`src/rtl/phase_tag_arbiter.sv`:
```
// Per-channel tag FIFOs feeding a round-robin arbiter and a single held output word.
// Latency: a tag strobed in cycle N is presented on word_out in cycle N+2 when the path is idle.
// Backpressure: the held word freezes until word_ready; a push into a full FIFO is dropped and counted.

module ptag_fifo #(
    parameter int W     = 28,
    parameter int DEPTH = 4
) (
    input  logic         clk_sample_120,
    input  logic         rst,
    input  logic         push,
    input  logic         pop,
    input  logic [W-1:0] din,
    output logic [W-1:0] dout,
    output logic         empty,
    output logic         full
);
    localparam int AW = $clog2(DEPTH);

    logic [W-1:0]  mem [DEPTH];
    logic [AW-1:0] wr_ptr;
    logic [AW-1:0] rd_ptr;
    logic [AW:0]   count;

    always_ff @(posedge clk_sample_120) begin
        if (rst) begin
            wr_ptr <= '0;
            rd_ptr <= '0;
            count  <= '0;
        end else begin
            if (push) wr_ptr <= wr_ptr + 1'b1;
            if (pop)  rd_ptr <= rd_ptr + 1'b1;
            if (push && !pop)
                count <= count + 1'b1;
            else if (pop && !push)
                count <= count - 1'b1;
        end
    end

    always_ff @(posedge clk_sample_120) begin
        if (push) mem[wr_ptr] <= din;
    end

    assign dout  = mem[rd_ptr];
    assign empty = (count == '0);
    assign full  = (count == (AW+1)'(DEPTH));
endmodule

module phase_tag_arbiter #(
    parameter int NUM_CH           = 2,
    parameter int PHASE_COUNT_SIZE = 28,
    parameter int FIFO_DEPTH       = 4
) (
    input  logic                               clk_sample_120,
    input  logic                               rst,
    input  logic                               enable,
    input  logic [NUM_CH*PHASE_COUNT_SIZE-1:0] tag_in,
    input  logic [NUM_CH-1:0]                  tag_valid,
    output logic [31:0]                        word_out,
    output logic                               word_valid,
    input  logic                               word_ready,
    output logic [NUM_CH*8-1:0]                drop_count,
    output logic [NUM_CH-1:0]                  fifo_empty
);
    typedef enum logic {S_EMPTY, S_HELD} state_t;

    state_t                      state;
    logic [NUM_CH-1:0]           full;
    logic [NUM_CH-1:0]           push;
    logic [NUM_CH-1:0]           pop;
    logic [NUM_CH-1:0]           drop;
    logic [NUM_CH-1:0]           ovf;
    logic [PHASE_COUNT_SIZE-1:0] head [NUM_CH];
    logic [7:0]                  drop_cnt [NUM_CH];
    logic [1:0]                  last_grant;
    logic [1:0]                  grant;
    logic                        found;
    logic                        load;
    logic                        sel_ovf;
    logic [PHASE_COUNT_SIZE-1:0] sel_tag;
    int                          cand;

    // A pop in the same cycle frees the slot, so a full FIFO still accepts.
    for (genvar c = 0; c < NUM_CH; c++) begin : g_ch
        assign pop[c]  = load && (grant == 2'(c));
        assign push[c] = tag_valid[c] && enable && (!full[c] || pop[c]);
        assign drop[c] = tag_valid[c] && enable && full[c] && !pop[c];
        assign drop_count[c*8 +: 8] = drop_cnt[c];

        ptag_fifo #(
            .W     (PHASE_COUNT_SIZE),
            .DEPTH (FIFO_DEPTH)
        ) u_fifo (
            .clk_sample_120 (clk_sample_120),
            .rst            (rst),
            .push           (push[c]),
            .pop            (pop[c]),
            .din            (tag_in[c*PHASE_COUNT_SIZE +: PHASE_COUNT_SIZE]),
            .dout           (head[c]),
            .empty          (fifo_empty[c]),
            .full           (full[c])
        );
    end

    // Search starts one past the last winner; only registered FIFO state is seen.
    always_comb begin
        grant   = last_grant;
        found   = 1'b0;
        cand    = 0;
        sel_ovf = 1'b0;
        sel_tag = '0;
        for (int i = 1; i <= NUM_CH; i++) begin
            cand = int'(last_grant) + i;
            if (cand >= NUM_CH) cand = cand - NUM_CH;
            for (int c = 0; c < NUM_CH; c++) begin
                if (!found && cand == c && !fifo_empty[c]) begin
                    found = 1'b1;
                    grant = 2'(c);
                end
            end
        end
        for (int c = 0; c < NUM_CH; c++) begin
            if (grant == 2'(c)) begin
                sel_ovf = ovf[c];
                sel_tag = head[c];
            end
        end
    end

    assign load       = (state == S_EMPTY || word_ready) && found;
    assign word_valid = (state == S_HELD);

    always_ff @(posedge clk_sample_120) begin
        if (rst) begin
            state      <= S_EMPTY;
            word_out   <= '0;
            last_grant <= 2'(NUM_CH - 1);
        end else if (load) begin
            state      <= S_HELD;
            word_out   <= {grant, sel_ovf, 1'b0, 28'(sel_tag)};
            last_grant <= grant;
        end else if (word_ready) begin
            state      <= S_EMPTY;
        end
    end

    // A drop in the load cycle keeps the flag set for the next word.
    always_ff @(posedge clk_sample_120) begin
        for (int c = 0; c < NUM_CH; c++) begin
            if (rst) begin
                ovf[c]      <= 1'b0;
                drop_cnt[c] <= '0;
            end else begin
                if (drop[c])
                    ovf[c] <= 1'b1;
                else if (pop[c])
                    ovf[c] <= 1'b0;
                if (drop[c] && drop_cnt[c] != 8'hFF)
                    drop_cnt[c] <= drop_cnt[c] + 8'd1;
            end
        end
    end
endmodule
```
`config.mk`:
```
export PLATFORM = sky130hd
export DESIGN_NAME = phase_tag_arbiter
export DESIGN_NICKNAME = d
export VERILOG_FILES = /design/src/rtl/phase_tag_arbiter.sv
export SDC_FILE = /design/constraint.sdc
export NUM_CORES = 1
export LEC_CHECK = 0
export ABC_CLOCK_PERIOD_IN_PS = 3080
export BUFFER_PORTS_ARGS = -buffer_cell sky130_fd_sc_hd__clkbuf_2
export CORE_MARGIN = 1.5
export CORE_UTILIZATION = 36
export DETAILED_ROUTE_END_ITERATION = 8
export GPL_TIMING_DRIVEN = 0
export PLACE_DENSITY = 0.61
export SLEW_MARGIN = 15
export SYNTH_ARGS = -nofsm -noshare
export SYNTH_HDL_FRONTEND = slang
export SYNTH_SLANG_ARGS = --single-unit
```
`constraint.sdc`:
```
create_clock -name clk_sample_120 -period 3.08 [get_ports clk_sample_120]
set_clock_uncertainty 0.05 [all_clocks]
set_input_delay 0 -clock clk_sample_120 [delete_from_list [all_inputs] [get_ports clk_sample_120]]
set_output_delay 0 -clock clk_sample_120 [all_outputs]
set_load 0.03 [all_outputs]
```
* Yosys cells after proc, flatten, opt, wreduce, memory -nomap -nowiden
Memories as Yosys holds them, arrays and structs flattened. A register that Yosys moved wholly into a read port is not among the register bits.
Cells that the tools add are included.
W data, S select, Z words.
** Word-level totals
- Memory bits (read-only) :: 0
- Word-level logic and storage cells :: 130
- Memories kept :: 3
- RAM bits :: 240
- Bits of input ports :: 62
- Bits in registers :: 50
- Output and inout bits :: 51
- Latch bits :: 0
** Memories
- g_ch[0].u_fifo.mem :: words 4, bits a word 28, read ports 1, clocked after memory_dff 1, wr ports 1, RTL line 20 : logic [W-1:0] mem [DEPTH];
- g_ch[1].u_fifo.mem :: words 4, bits a word 28, read ports 1, clocked after memory_dff 1, wr ports 1, RTL line 20
- drop_cnt :: words 2, bits a word 8, read ports 2, clocked after memory_dff 0, wr ports 2, RTL line 74 : logic [7:0] drop_cnt [NUM_CH];
** Cells by class
- Add/sub/neg operators :: 14
- Multiply operators :: 0
- Equality and inequality tests :: 7
- Magnitude comparators :: 2
- Reduce and logical (&&, ||, !) cells :: 48
- Div/mod/pow operators :: 0
- Bitwise operators :: 3
- Shift-type cells :: 0
- Mux-type cells :: 42
** Operators with widths (number)
- $eq A32 B2 Y1 const B :: 2
- $logic_not A32 Y1 :: 2
- $mux W32 :: 2
- $mux W28 :: 2
- $logic_and A1 B1 Y1 :: 24
- $mux W1 :: 24
- $add A8 B1 Y8 const B :: 2
- $mux W2 :: 8
- $mux W8 :: 2
- $ne A8 B8 Y1 const B :: 2
- $mux W3 :: 4
- $logic_not A1 Y1 :: 11
- $reduce_bool A2 Y1 :: 5
- $add A2 B1 Y2 const B :: 4
- $sub A3 B2 Y4 const B :: 2
- $add A3 B1 Y3 const B :: 2
- $eq A3 B3 Y1 const B :: 2
- $ge A3 B2 Y1 const B :: 2
- $logic_not A3 Y1 :: 2
- $sub A3 B1 Y3 const B :: 2
- $add A2 B1 Y3 const B :: 1
- $add A2 B2 Y3 const B :: 1
- $logic_or A1 B1 Y1 :: 3
- $eq A2 B1 Y1 const B :: 1
- other kinds (3) :: 4

* Longest topological paths before layout
Gate-level depths: netlist of run 1.
- Depth after elaboration :: 27
- Depth in mapped cells :: 12
- Depth with buffers taken out :: 10

* Cells and area by module
A second synthesis of run 1 with hierarchy kept.
** Unflattened totals
- Cells, all modules :: 653
- Area total of the unflattened synthesis :: 11431.0 um2
** By module, submodules not included
- ptag_fifo :: seq. area each 3543.4 um2, times used 2, area an instance 4519.3 um2, cells an instance 190
- phase_tag_arbiter :: seq. area each 1181.1 um2, times used 1, area an instance 2392.3 um2, cells an instance 273

* Least setup slack after synthesis of run 1
No wires, ideal clock.
- Kind :: reg-to-reg
- From :: register last_grant[1]
- To :: register g_ch[1].u_fifo.count[2]
- Clock period less this slack :: 2941 ps
- Setup slack :: 139 ps
- Arrival :: 2821 ps
- Required time :: 2960 ps
- Library setup time :: 70 ps
- Path buffers :: 2
- Cell stages (with the launch flop) :: 13
- Cell sequence :: dfxtp_1 -> clkbuf_1 -> o41ai_1 -> and3_1 -> clkbuf_1 -> inv_1 -> a21boi_2 -> ha_1 -> inv_1 -> fa_1 -> xor2_1 -> or3_1 -> a21oi_1
** On the way
- Cells in the longest elaborated chain, start to end :: 25
- Elaborated cells on any way between the ends :: 41
- Those cells by class :: add/sub: 4; order compare: 2; eq/ne: 3; mux: 11; reduce/logical: 21
** Ends and longest elaborated chain
- start: declaration :: RTL line 75 : logic [1:0] last_grant;
- start signal: assignment :: RTL line 137 : last_grant <= 2'(NUM_CH - 1);
- start signal: assignment :: RTL line 141 : last_grant <= grant;
- $add A2 B1 Y3 :: RTL line 113 : cand = int'(last_grant) + i;
- $sub A3 B2 Y4 or $ge A3 B2 Y1 (tied branches) :: RTL line 114 : if (cand >= NUM_CH) cand = cand - NUM_CH;
- $mux W32 :: RTL line 114
- $logic_not A32 Y1 :: RTL line 116 : if (!found && cand == c && !fifo_empty[c]) begin
- $logic_and A1 B1 Y1 :: RTL line 116
- $mux W1 :: RTL line 116
- $logic_not A1 Y1 :: RTL line 116
- $logic_and A1 B1 Y1 (2 in a row) :: RTL line 116
- [9 not listed]
- $eq A2 B1 Y1 or $logic_and A1 B1 Y1 (tied branches) :: RTL line 85, 130
- $logic_and A1 B1 Y1 * :: RTL line 85 : assign pop[c] = load && (grant == 2'(c));
- $logic_or A1 B1 Y1 * :: RTL line 86 : assign push[c] = tag_valid[c] && enable && (!full[c] || pop[c]);
- $logic_and A1 B1 Y1 * :: RTL line 86
- via g_ch[1].u_fifo.push :: RTL line 11 : input logic push,
- $logic_not A1 Y1 :: RTL line 35 : else if (pop && !push)
- $logic_and A1 B1 Y1 :: RTL line 35
- $reduce_bool A2 Y1 (no line)
- end signal: assignment :: RTL line 34 : count <= count + 1'b1;
- end signal: assignment :: RTL line 36 : count <= count - 1'b1;
- end: declaration :: RTL line 23 : logic [AW:0] count;
Mark *: on every way through the listed nets, which the timed path passes. The rest lies on a longest branch.
A chain may end at the register's enable or synchronous reset.

* Worst setup path in the final report of run 1
- From :: register g_ch[1].u_fifo.count[0]
- To :: register g_ch[0].u_fifo.count[2]
** On the way
- Cells in the longest elaborated chain, start to end :: 19
- Elaborated cells on any way between the ends :: 26
- Those cells by class :: mux: 7; reduce/logical: 19
** Ends and longest elaborated chain
- $logic_not A3 Y1 * :: RTL line 45 : assign empty = (count == '0);
- via g_ch[1].u_fifo.empty :: RTL line 15 : output logic empty,
- $logic_not A1 Y1 * :: RTL line 116
- $logic_and A1 B1 Y1 :: RTL line 116
- $mux W1 :: RTL line 116
- $logic_not A1 Y1 :: RTL line 116
- $logic_and A1 B1 Y1 (2 in a row) :: RTL line 116
- $mux W1 :: RTL line 116
- [4 not listed]
- $logic_not A2 Y1 or $logic_and A1 B1 Y1 (tied branches) :: RTL line 85, 130
- $logic_and A1 B1 Y1 * :: RTL line 85
- $logic_or A1 B1 Y1 * :: RTL line 86
- $logic_and A1 B1 Y1 * :: RTL line 86
- via g_ch[0].u_fifo.push :: RTL line 11
- $logic_not A1 Y1 :: RTL line 35
- $logic_and A1 B1 Y1 :: RTL line 35
- $reduce_bool A2 Y1 (no line)
- end signal: assignment :: RTL line 34
- end signal: assignment :: RTL line 36
- end: declaration :: RTL line 23
Marked as above.

==> metrics.md, run 1 <==
| Metric | Value |
|---|---|
| Status | `complete, no violations` |
| Clock sink count | `about 290` |
| CTS buffer count | `30` |
| Worst r2r src | `g_ch[1].u_fifo.count[0]` |
| Die Y | `between 150 and 200 um` |
| Inst Count DP | `approximately 1200` |
| CTS max path bufs | `3` |
| CP endpoint kind | `flip-flop` |
| Final period utilization | `between 90% and 100%` |
| Clock power frac | `roughly a third` |
| Reg2reg end | `g_ch[0].u_fifo.count[2]` |
| EDFF count, synth | `240` |
| Die Footprint | `between 0.03 and 0.04 mm2` |
| Post-route cell area | `approximately 0.014 mm2` |
| Max-slew headroom | `between 30% and 40%` |
| Sw Share | `30.1%` |
| WS Path Type | `reg -> reg` |
| Critical path, cell by cell | `or3_1 > buf_2 > inv_1 > o211ai_1 > a31oi_4 > ha_1 > inv_1 > fa_1 > xor2_1 > or3_1 > a21oi_1` |
| Post-synth cell types | `44` |
| Initial DRT Pass Iterations | `4` |
| Initial DRC Count | `~530` |
| Number of max-cap violations | `0` |
| R2R Setup Slk | `around 0.16 ns` |
| Slowest cell delay on critical path | `between 0.3 and 0.4 ns` |
| Hold crit path type | `in -> reg` |
| Cells on worst reg2reg path | `11` |
| Final Critical Period | `about 3 ns` |
| Peak VDD IR | `~450 uV` |
| Antenna violations before repair | `2` |
| Worst-margin pin slew | `roughly 0.9 ns` |
| Yosys top cell by area | `edfxtp_1` |
| Pwr Total | `about 11 mW` |
| Area contributors post-synth | `edfxtp_1 63%, mux4_2 11%, dfxtp_1 9.3%, o31ai_1 1.8%, a22oi_1 1.8%` |
| CTS H-tree lvls | `1` |
| FMAX | `around 340 MHz` |
| First-pass GRT wire length | `roughly 39 mm` |
| Vias in the first global route | `around 6700` |
| Syn nets | `slightly above 700` |
| Hold Vio Cnt, Final | `0` |
| Top cell type's share of synthesized area | `63.3%` |
| Starting Density | `a little under two fifths` |
| Min-Delay Path Depth | `2` |
| CP Launch Type | `flip-flop` |
| Worst Slack Setup Final | `0.155 ns` |
| WHS Endpoint | `g_ch[0].u_fifo.mem[2][14]` |
| Residual DRC count | `0` |
| Clk slew on worst S/H paths | `approximately 0.06 ns` |
| # IOs | `roughly 110` |
| FP Rows | `64` |
| GRT Overall Usage | `15.5%` |
| Sw power | `3.33 mW` |
| Utilization after layout | `a little under half` |
| Gpl congestion | `~0.8` |
| Gate power share | `about a quarter` |
| Crit-path leading delay family | `simple AND/OR/NAND/NOR gates` |
| Post-synth top cells | `240 x edfxtp_1, 56 x mux4_2, 53 x dfxtp_1` |
| # setup viols final | `0` |
| CP max FO | `7` |
| Final WL | `25.0 mm` |
| DP Area | `0.0127 mm2` |
| Share of layout cells above drive strength 1 | `approximately 28%` |
| Buf/Inv on CP | `3` |
| Pleak | `4.98 nW` |
| Final cell count without fillers | `between 1000 and 1500` |
| Core area | `0.0308 mm2` |
| Pwr per Cell Area | `~770 mW/mm2` |
| Die width | `roughly 180 um` |
| Synth Instances | `647` |
| CP max stage cell | `fa_1` |
| Hold WS | `0.155 ns` |
| Arrival time at the worst endpoint | `~3.3 ns` |
| Dpl hpwl | `between 15 and 20 mm` |
| HP Start | `tag_in[14]` |
| Yosys warns | `0` |
| Post-synthesis sequential area ratio | `slightly above 70%` |
| Vias per cell | `roughly 5.1` |
| Flops & latches, synth | `about 290` |
| DP Worst Slack | `-0.135 ns` |
| IO buf count | `between 100 and 150` |
| TNS Setup | `0 ns` |
| Vias | `between 6000 and 7000` |
| Post-Synthesis Cell Area | `approximately 0.011 mm2` |
| Syn_area_per_cell | `about 18 um2` |
| Routed len/inst | `roughly 20 um` |
| P&R area growth vs syn | `25.5%` |
| Root buf cell | `clkbuf_16` |
| Worst endpoint required time | `roughly 3.5 ns` |
| CTS tree | `done` |
| Largest net degree at the start of global routing | `22` |
| Most frequent cell after synthesis | `edfxtp_1` |
| Post-synth ARST share | `0%` |
| Total grt overflow | `0` |
| Remaining antenna violation count | `0` |
| Post-synth top flop | `edfxtp_1` |
| Reg power frac | `a little over two fifths` |
| Clk_lat worst skew | `roughly 0.55 ns` |
| # nets final | `approximately 940` |
| Slew Limit Fails | `0` |
| Power Internal | `around 7.7 mW` |
layer usage:
layer / global-route usage, % / routed length (um)
met1: 21.5 / 11000
met2: 25.4 / 12100
met3: 3.04 / 1500
met4: 3.03 / 424
met5: 0 / 0
timing repair:
item | in CTS | in global routing
resized for setup | 3 | 1
pin swaps | 0 | 2
cloned | 0 | 0
endpoints found under the hold margin | 231 | 0
endpoints found under the setup margin | 2 | 2
hold buffers | 63 | 0
setup buffers | 0 | 2
placed cells by master (no fill, tap or decap), drive strengths merged, types with 2 or more instances in the layout:
master / instances
edfxtp: 240
mux2i: 4
nor2: 32
mux2: 2
xnor2: 8
xor2: 9
nor3: 2
nand2b: 5
o21bai: 2
buf: 28
nand3: 8
dlygate4sd3: 63
a211o: 3
a21oi: 37
o31ai: 28
clkbuf: 178
nor3b: 2
a221oi: 2
clkinv: 10
a22oi: 27
mux4: 56
or3: 9
ha: 12
and2: 10
diode: 2
fa: 2
and3: 2
o21ai: 7
dfxtp: 53
a31oi: 3
nand2: 9
inv: 21
worst max-delay path by stage:
stage          cells past startpoint                   endpoint               startpoint  slack (ns)
2_1_floorplan                     12    g_ch[1].u_fifo.count[2]            last_grant[1]        0.14
3_3_place_gp                       7  g_ch[1].u_fifo.mem[2][17]            last_grant[1]       -0.56
3_5_place_dp                      12    g_ch[1].u_fifo.count[2]            last_grant[1]       -0.13
4_1_cts                           11    g_ch[0].u_fifo.count[2]  g_ch[1].u_fifo.count[0]        0.03
5_1_grt                           11    g_ch[0].u_fifo.count[2]  g_ch[1].u_fifo.count[0]       -0.02
6_report                          11    g_ch[0].u_fifo.count[2]  g_ch[1].u_fifo.count[0]        0.16
power groups by stage:
stage | clock [mW] | combinational [mW] | sequential [mW]
final | 3.48 | 2.81 | 4.79
after global routing | 3.71 | 3.07 | 4.82
after CTS | 3.56 | 2.83 | 4.79
after detailed placement | 0 | 2.74 | 4.87
after global placement | 0 | 2.71 | 4.87
after floorplan | 0 | 1.66 | 5.09
cells by family after synthesis:
group,count (synthesis),synth area share (%)
compound gates,117,7.01
xor+xnor,17,1.31
fa+ha+maj,14,1.67
buf+inv,61,2.25
flops,293,72.6
mux,62,11.6
other cells,1,0.0329
simple gates,82,3.52
area by class of cell:
class	count	area (um2)
clock inverter	12	75.1
antenna	2	5.00
inverter	19	71.3
multi-input combinational	293	2900
fill	2665	16500
sequential	293	8270
clock buffer	44	896
timing repair buffer	184	1410
tap	396	495
buffer	41	183
registers in the layout, indices dropped and copies added (netlist names), named ones only:
signal,flops
g_ch.u_fifo.count,6
ovf,2
drop_cnt,16
word_valid,1
g_ch.u_fifo.mem,224
word_out,30
last_grant,2
g_ch.u_fifo.rd_ptr,4
g_ch.u_fifo.wr_ptr,4
Note: power is estimated with default switching activity, not from simulation.
==> run 2, diff against run 1 <==
CORE_MARGIN = 5   (was 1.5)
REMOVE_ABC_BUFFERS = 1   (was unset)
==> run 2 against run 1 <==
  * Sequential power increased by 3%
  * Wire length grew 2.2%
  * Final area grew 0.10%
  * Setup slack better by 0.0085 ns
  * First-iteration DRC count shrank 2.1%
  * Sequential share of layout area about the same
  * Via count decreased by 3.2%
  * Critical endpoint unchanged
  * Clock power grew 2%
  * Clock-buffer cell count decreased by 10
==> metrics.md, run 2 (same netlist as run 1, synthesis figures left out) <==
| Metric | Value |
|---|---|
| GRT Overall Usage | `14.4% (was 15.5%)` |
| Residual DRC count | `0 (unchanged)` |
| GR peak layer | `met2 (unchanged)` |
| Hold crit path type | `in -> reg (unchanged)` |
| FP Rows | `65 (was 64)` |
| CTS tree | `done (unchanged)` |
| Hold WS | `0.0618 ns (was 0.155 ns)` |
| Max reg flops | `224 (unchanged)` |
| P&R area growth vs syn | `25.7% (was 25.5%)` |
| Die Y | `188 um (was 181 um)` |
| CTS buffer count | `30 (unchanged)` |
| Final WL | `25.6 mm (was 25.0 mm)` |
| Clock sink count | `293 (unchanged)` |
| Slew Limit Fails | `0 (unchanged)` |
| DP Worst Slack | `-0.626 ns (was -0.135 ns)` |
| Hold Vio Cnt, Final | `0 (unchanged)` |
| FMAX | `343 MHz (was 342 MHz)` |
| Pleak | `4.95 nW (was 4.98 nW)` |
| Status | `complete, no violations (unchanged)` |
| Worst Slack Setup Final | `0.164 ns (was 0.155 ns)` |
| Share of layout cells above drive strength 1 | `30.1% (was 28.4%)` |
| Top Registers | `g_ch.u_fifo.mem (224), word_out (30), drop_cnt (16) (unchanged)` |
| Vias per cell | `5.05 (was 5.10)` |
| Gpl congestion | `0.767 (was 0.796)` |
| DP Area | `0.0126 mm2 (was 0.0127 mm2)` |
| Final Critical Period | `2.92 ns (about the same)` |
| Commonest non-fill, non-tap cells in the layout | `240 x edfxtp_1, 110 x clkbuf_2, 62 x dlygate4sd3_1 (was 240 x edfxtp_1, 112 x clkbuf_2, 63 x dlygate4sd3_1)` |
| # IOs | `113 (unchanged)` |
| Die width | `188 um (was 181 um)` |
| Antenna violations before repair | `3 (was 2)` |
| Initial DRC Count | `520 (was 531)` |
| Remaining antenna violation count | `0 (unchanged)` |
| First-pass GRT wire length | `39.7 mm (was 39.0 mm)` |
| WS Path Type | `reg -> reg (unchanged)` |
| Number of max-cap violations | `0 (unchanged)` |
| Routed len/inst | `20.4 um (was 19.5 um)` |
| Arrival time at the worst endpoint | `3.33 ns (was 3.34 ns)` |
| Total grt overflow | `0 (unchanged)` |
| Met3 Track Usage GR | `3.26% (was 3.04%)` |
| CP Launch Type | `flip-flop (unchanged)` |
| Peak VDD IR | `598 uV (was 453 uV)` |
| Clk slew on worst S/H paths | `0.06 ns (about the same)` |
| Final cell count without fillers | `1257 (was 1284)` |
| TNS Setup | `0 ns (unchanged)` |
| CTS max path bufs | `3 (unchanged)` |
| Largest net degree at the start of global routing | `61 (was 22)` |
| Vias | `6342 (was 6553)` |
| CP endpoint kind | `flip-flop (unchanged)` |
| # setup viols final | `0 (unchanged)` |
| Final period utilization | `94.7% (was 95.0%)` |
| CTS H-tree lvls | `1 (unchanged)` |
| Utilization after layout | `45.6% (was 46.4%)` |
| CP max FO | `8 (was 7)` |
| Clk_lat worst skew | `0.55 ns (about the same)` |
| Max-slew headroom | `47.5% (was 40.0%)` |
| Fillers | `2749 (was 2665)` |
| Inst Count DP | `1134 (was 1162)` |
| Worst-margin pin slew | `0.785 ns (was 0.900 ns)` |
| Core area | `0.0314 mm2 (was 0.0308 mm2)` |
| # nets final | `905 (was 938)` |
| Starting Density | `36.3% (was 36.9%)` |
| GR Util met2 | `22.6% (was 25.4%)` |
| Die Footprint | `0.0353 mm2 (was 0.0327 mm2)` |
| Pwr Total | `11.3 mW (was 11.1 mW)` |
| Met1 global-route usage | `20.5% (was 21.5%)` |
| Most common cell after layout, fill and taps aside | `edfxtp_1 (unchanged)` |
| Dpl hpwl | `16.4 mm (was 17.2 mm)` |
| Root buf cell | `clkbuf_16 (unchanged)` |
| Worst endpoint required time | `3.50 ns (about the same)` |
| Post-route cell area | `0.0143 mm2 (about the same)` |
| Initial DRT Pass Iterations | `5 (was 4)` |
| Vias in the first global route | `6695 (was 6664)` |
| IO buf count | `111 (unchanged)` |
| Pwr per Cell Area | `791 mW/mm2 (was 775 mW/mm2)` |
| RSZ-0062 raised after global routing | `no` |
| Biggest register | `g_ch.u_fifo.mem (unchanged)` |
==> run 2: cell types whose count changed in the layout (fill, tap and decap cells not counted), moves of 5 or more <==
cell | before | now
buf_2 | 7 | 0
buf_12 | 2 | 7
clkbuf_1 | 29 | 3
clkinv_1 | 1 | 6
buf_1 | 6 | 0
==> run 2: cell type report <==
class | count | area (um2) | area share [%]
Clock inverter | 22 | 199 | 1.39
Timing Repair Buffer | 191 | 1530 | 10.7
Tap cell | 402 | 503 | 3.51
Multi-Input combinational cell | 294 | 2960 | 20.7
Clock buffer | 34 | 776 | 5.42
Inverter | 19 | 71.3 | 0.498
Sequential cell | 293 | 8270 | 57.8
Antenna cell | 2 | 5.00 | 0.0350
==> run 2: power breakdown <==
group / leakage, nW / switching [mW] / internal (mW) / total (mW)
Clock: 0.483 / 1.49 / 2.06 / 3.55
Sequential: 2.64 / 0.320 / 4.62 / 4.94
Combinational: 1.83 / 1.62 / 1.21 / 2.83
Total: 4.95 / 3.43 / 7.89 / 11.3
==> run 2: worst paths after layout <==
kind,startpoint,end,slack (ns),depth (start not counted)
setup / recovery,g_ch[1].u_fifo.count[0],g_ch[0].u_fifo.count[2],0.16,10
hold / removal,rst,g_ch[1].u_fifo.count[1],0.06,2
setup reg to reg,g_ch[1].u_fifo.count[0],g_ch[0].u_fifo.count[2],0.16,10
hold reg to reg,ovf[0],ovf[0],0.41,2
==> run 2: timing repair <==
action                     CTS  global route
cloned                       1             0
setup endpoints to repair  132             3
pin swaps                    2             3
hold buffers                62             0
gates resized for setup      7             0
buffers inserted             1             1
hold endpoints to repair   238             0
==> run 2: layer usage <==
| layer | up-vias | routed length [um] |
|---|---|---|
| met5 | - | 7 |
| met4 | 2 | 596 |
| met3 | 36 | 1650 |
| met2 | 191 | 12100 |
| met1 | 3161 | 11200 |
| li1 | 2952 | - |
==> run 2: critical path: stages, from the launching register on <==
cell	delay, ns
dfxtp_1	0.36
or3_4	0.49
a2111oi_4	0.60
buf_4	0.28
inv_2	0.07
ha_1	0.22
inv_1	0.07
fa_1	0.18
xor2_1	0.07
or3_1	0.30
a21oi_1	0.15
==> run 3, diff against run 2 <==
ABC_CLOCK_PERIOD_IN_PS = 2500   (was 3080)
PLACE_DENSITY = 0.63   (was 0.61)
clock period = 2.5 ns   (was 3.08 ns; I/O delays follow)
==> run 3 against run 2 <==
  * Critical endpoint is now g_ch[1].u_fifo.count[2]
  * Via count rose by 2.6%
  * Critical path type unchanged
  * Total power rose by 25%
  * Critical path depth did not move
  * Wire length rose by 2.2%
  * Register-to-register slack got worse by 0.12 ns
  * First-iteration DRC count fell by 12%
==> metrics.md, run 3 (same netlist as run 1, synthesis figures left out) <==
| Metric | Value |
|---|---|
| Status | `complete, no violations (unchanged)` |
| P&R area growth vs syn | `27.1% (was 25.7%)` |
| Core area | `0.0314 mm2 (unchanged)` |
| Hold Vio Cnt, Final | `0 (unchanged)` |
| CP Launch Type | `flip-flop (unchanged)` |
| Final WL | `26.2 mm (was 25.6 mm)` |
| Total grt overflow | `0 (unchanged)` |
| IO buf count | `111 (unchanged)` |
| Final Critical Period | `2.46 ns (was 2.92 ns)` |
| Top sig layer | `met5 (unchanged)` |
| WS Path Type | `reg -> reg (unchanged)` |
| Arrival time at the worst endpoint | `2.86 ns (was 3.33 ns)` |
| Worst endpoint required time | `2.90 ns (was 3.50 ns)` |
| Hold WS | `0.0684 ns (was 0.0618 ns)` |
| M1 WL | `11.1 mm (was 11.2 mm)` |
| Slowest cell delay on critical path | `0.37 ns (was 0.60 ns)` |
| Remaining antenna violation count | `0 (unchanged)` |
| Die Footprint | `0.0353 mm2 (unchanged)` |
| Sequential cell area | `0.00829 mm2 (was 0.00827 mm2)` |
| Die Y | `188 um (unchanged)` |
| Most common cell after layout, fill and taps aside | `edfxtp_1 (unchanged)` |
| Initial DRC Count | `460 (was 520)` |
| Crit. path cell count | `10 (unchanged)` |
| Gpl congestion | `0.771 (was 0.767)` |
| Inst Count DP | `1135 (was 1134)` |
| Commonest non-fill, non-tap cells in the layout | `240 x edfxtp_1, 110 x clkbuf_2, 61 x dlygate4sd3_1 (was 240 x edfxtp_1, 110 x clkbuf_2, 62 x dlygate4sd3_1)` |
| Met2 wire length | `12.4 mm (was 12.1 mm)` |
| # nets final | `918 (was 905)` |
| Starting Density | `36.3% (unchanged)` |
| Die width | `188 um (unchanged)` |
| Max-slew headroom | `49.6% (was 47.5%)` |
| Antenna violations before repair | `1 (was 3)` |
| N_diodes | `0 (was 2)` |
| Routed len/inst | `20.6 um (was 20.4 um)` |
| Utilization after layout | `46.1% (was 45.6%)` |
| Worst Slack Setup Final | `0.0404 ns (was 0.164 ns)` |
| Share of layout cells above drive strength 1 | `33.4% (was 30.1%)` |
| CTS tree | `done (unchanged)` |
| RSZ-0062 raised after global routing | `yes (was no)` |
| Final period utilization | `98.4% (was 94.7%)` |
| # IOs | `113 (unchanged)` |
| Max reg flops | `224 (unchanged)` |
| Post-route cell area | `0.0145 mm2 (was 0.0143 mm2)` |
| CTS buffer count | `29 (was 30)` |
| Pleak | `5.03 nW (was 4.95 nW)` |
| Top Registers | `g_ch.u_fifo.mem (224), word_out (30), drop_cnt (16) (unchanged)` |
| Sw power | `4.27 mW (was 3.43 mW)` |
| Vias | `6504 (was 6342)` |
| TNS Setup | `0 ns (unchanged)` |
| Reg power frac | `42.6% (was 43.6%)` |
| Clk_lat worst skew | `0.55 ns (about the same)` |
| Clock sink count | `293 (unchanged)` |
| Buf/Inv on CP | `2 (was 3)` |
| Crit-path leading delay family | `compound AO/OA/AOI/OAI gates (was simple AND/OR/NAND/NOR gates)` |
| Power Internal | `9.82 mW (was 7.89 mW)` |
| Dpl hpwl | `16.4 mm (about the same)` |
| GRT Overall Usage | `14.6% (was 14.4%)` |
| Sw Share | `30.3% (about the same)` |
| # setup viols final | `0 (unchanged)` |
| Met3 WL post-DR | `1.90 mm (was 1.65 mm)` |
| DP Worst Slack | `-1.16 ns (was -0.626 ns)` |
| Min-Delay Path Depth | `2 (unchanged)` |
| Pwr Total | `14.1 mW (was 11.3 mW)` |
| CTS max path bufs | `3 (unchanged)` |
| FP Rows | `65 (unchanged)` |
| Hold crit path type | `in -> reg (unchanged)` |
| First-pass GRT wire length | `40.6 mm (was 39.7 mm)` |
| Critical path, cell by cell | `o41ai_4 > and3_4 > inv_6 > a21boi_4 > ha_4 > inv_2 > fa_2 > xor2_1 > or3_1 > a21oi_1 (was or3_4 > a2111oi_4 > buf_4 > inv_2 > ha_1 > inv_1 > fa_1 > xor2_1 > or3_1 > a21oi_1)` |
| Gate power share | `27.1% (was 25.0%)` |
| Worst-margin pin slew | `0.755 ns (was 0.785 ns)` |
| Slew Limit Fails | `0 (unchanged)` |
| Pwr per Cell Area | `974 mW/mm2 (was 791 mW/mm2)` |
| CTS H-tree lvls | `1 (unchanged)` |
| Peak VDD IR | `621 uV (was 598 uV)` |
| FMAX | `407 MHz (was 343 MHz)` |
| Clk slew on worst S/H paths | `0.06 ns (about the same)` |
| Vias per cell | `5.13 (was 5.05)` |
| Root buf cell | `clkbuf_16 (unchanged)` |
| Vias in the first global route | `6807 (was 6695)` |
| Multi-input logic area | `0.00300 mm2 (was 0.00296 mm2)` |
| Cells on worst reg2reg path | `10 (unchanged)` |
| Largest net degree at the start of global routing | `61 (unchanged)` |
| CP max FO | `6 (was 8)` |
| Clock power frac | `30.3% (was 31.3%)` |
| DP Area | `0.0127 mm2 (was 0.0126 mm2)` |
| Residual DRC count | `0 (unchanged)` |
| Number of max-cap violations | `0 (unchanged)` |
| CP max stage cell | `dfxtp_4 (was a2111oi_4)` |
| Final cell count without fillers | `1267 (was 1257)` |
| CP endpoint kind | `flip-flop (unchanged)` |
| Fillers | `2714 (was 2749)` |
| Biggest register | `g_ch.u_fifo.mem (unchanged)` |
| Initial DRT Pass Iterations | `7 (was 5)` |
-- run 3: changes by cell type in the layout (fill, tap and decap cells not counted), sizes merged --
cell | previous run | this run
clkinvlp | 1 | 0
clkinv | 18 | 4
diode | 2 | 0
inv | 19 | 21
buf | 18 | 33
clkbuf | 145 | 159
bufinv | 3 | 0
dlygate4sd3 | 62 | 61
-- run 3: layer usage --
layer / GRT usage [%] / vias up
met5: 0 / -
met4: 4.23 / 2
met2: 23.3 / 217
met3: 3.43 / 48
li1: - / 2966
met1: 20.3 / 3271
-- run 3: final timing paths --
path	end	from	slack, ns
setup reg to reg	g_ch[1].u_fifo.count[2]	g_ch[0].u_fifo.count[2]	0.04
setup / recovery	g_ch[1].u_fifo.count[2]	g_ch[0].u_fifo.count[2]	0.04
hold / removal	g_ch[1].u_fifo.count[0]	rst	0.07
hold reg to reg	word_out[6]	word_out[6]	0.42
-- run 3: timing repair --
action,in CTS,in global routing
hold buffers,61,0
gates resized for setup,25,11
gates cloned,1,0
pin swaps,11,9
setup endpoints to repair,266,15
hold endpoints to repair,236,0
setup buffers,14,2
-- run 3: layout make-up --
type,count,share of cell area [%]
clock inverter,6,0.233
clock buffer,48,6.34
multi-input combinational,294,20.7
sequential,293,57.3
tap,402,3.48
timing repair buffer,205,11.4
inverter,19,0.579
-- run 3: power groups by stage --
stage / Clock (mW) / Combinational, mW / Sequential [mW]
after floorplan: 0 / 1.71 / 6.45
after global placement: 0 / 2.86 / 6.28
after detailed placement: 0 / 3.37 / 6.09
after CTS: 4.36 / 3.75 / 6.00
after global routing: 4.58 / 4.08 / 6.05
final: 4.27 / 3.82 / 6.00
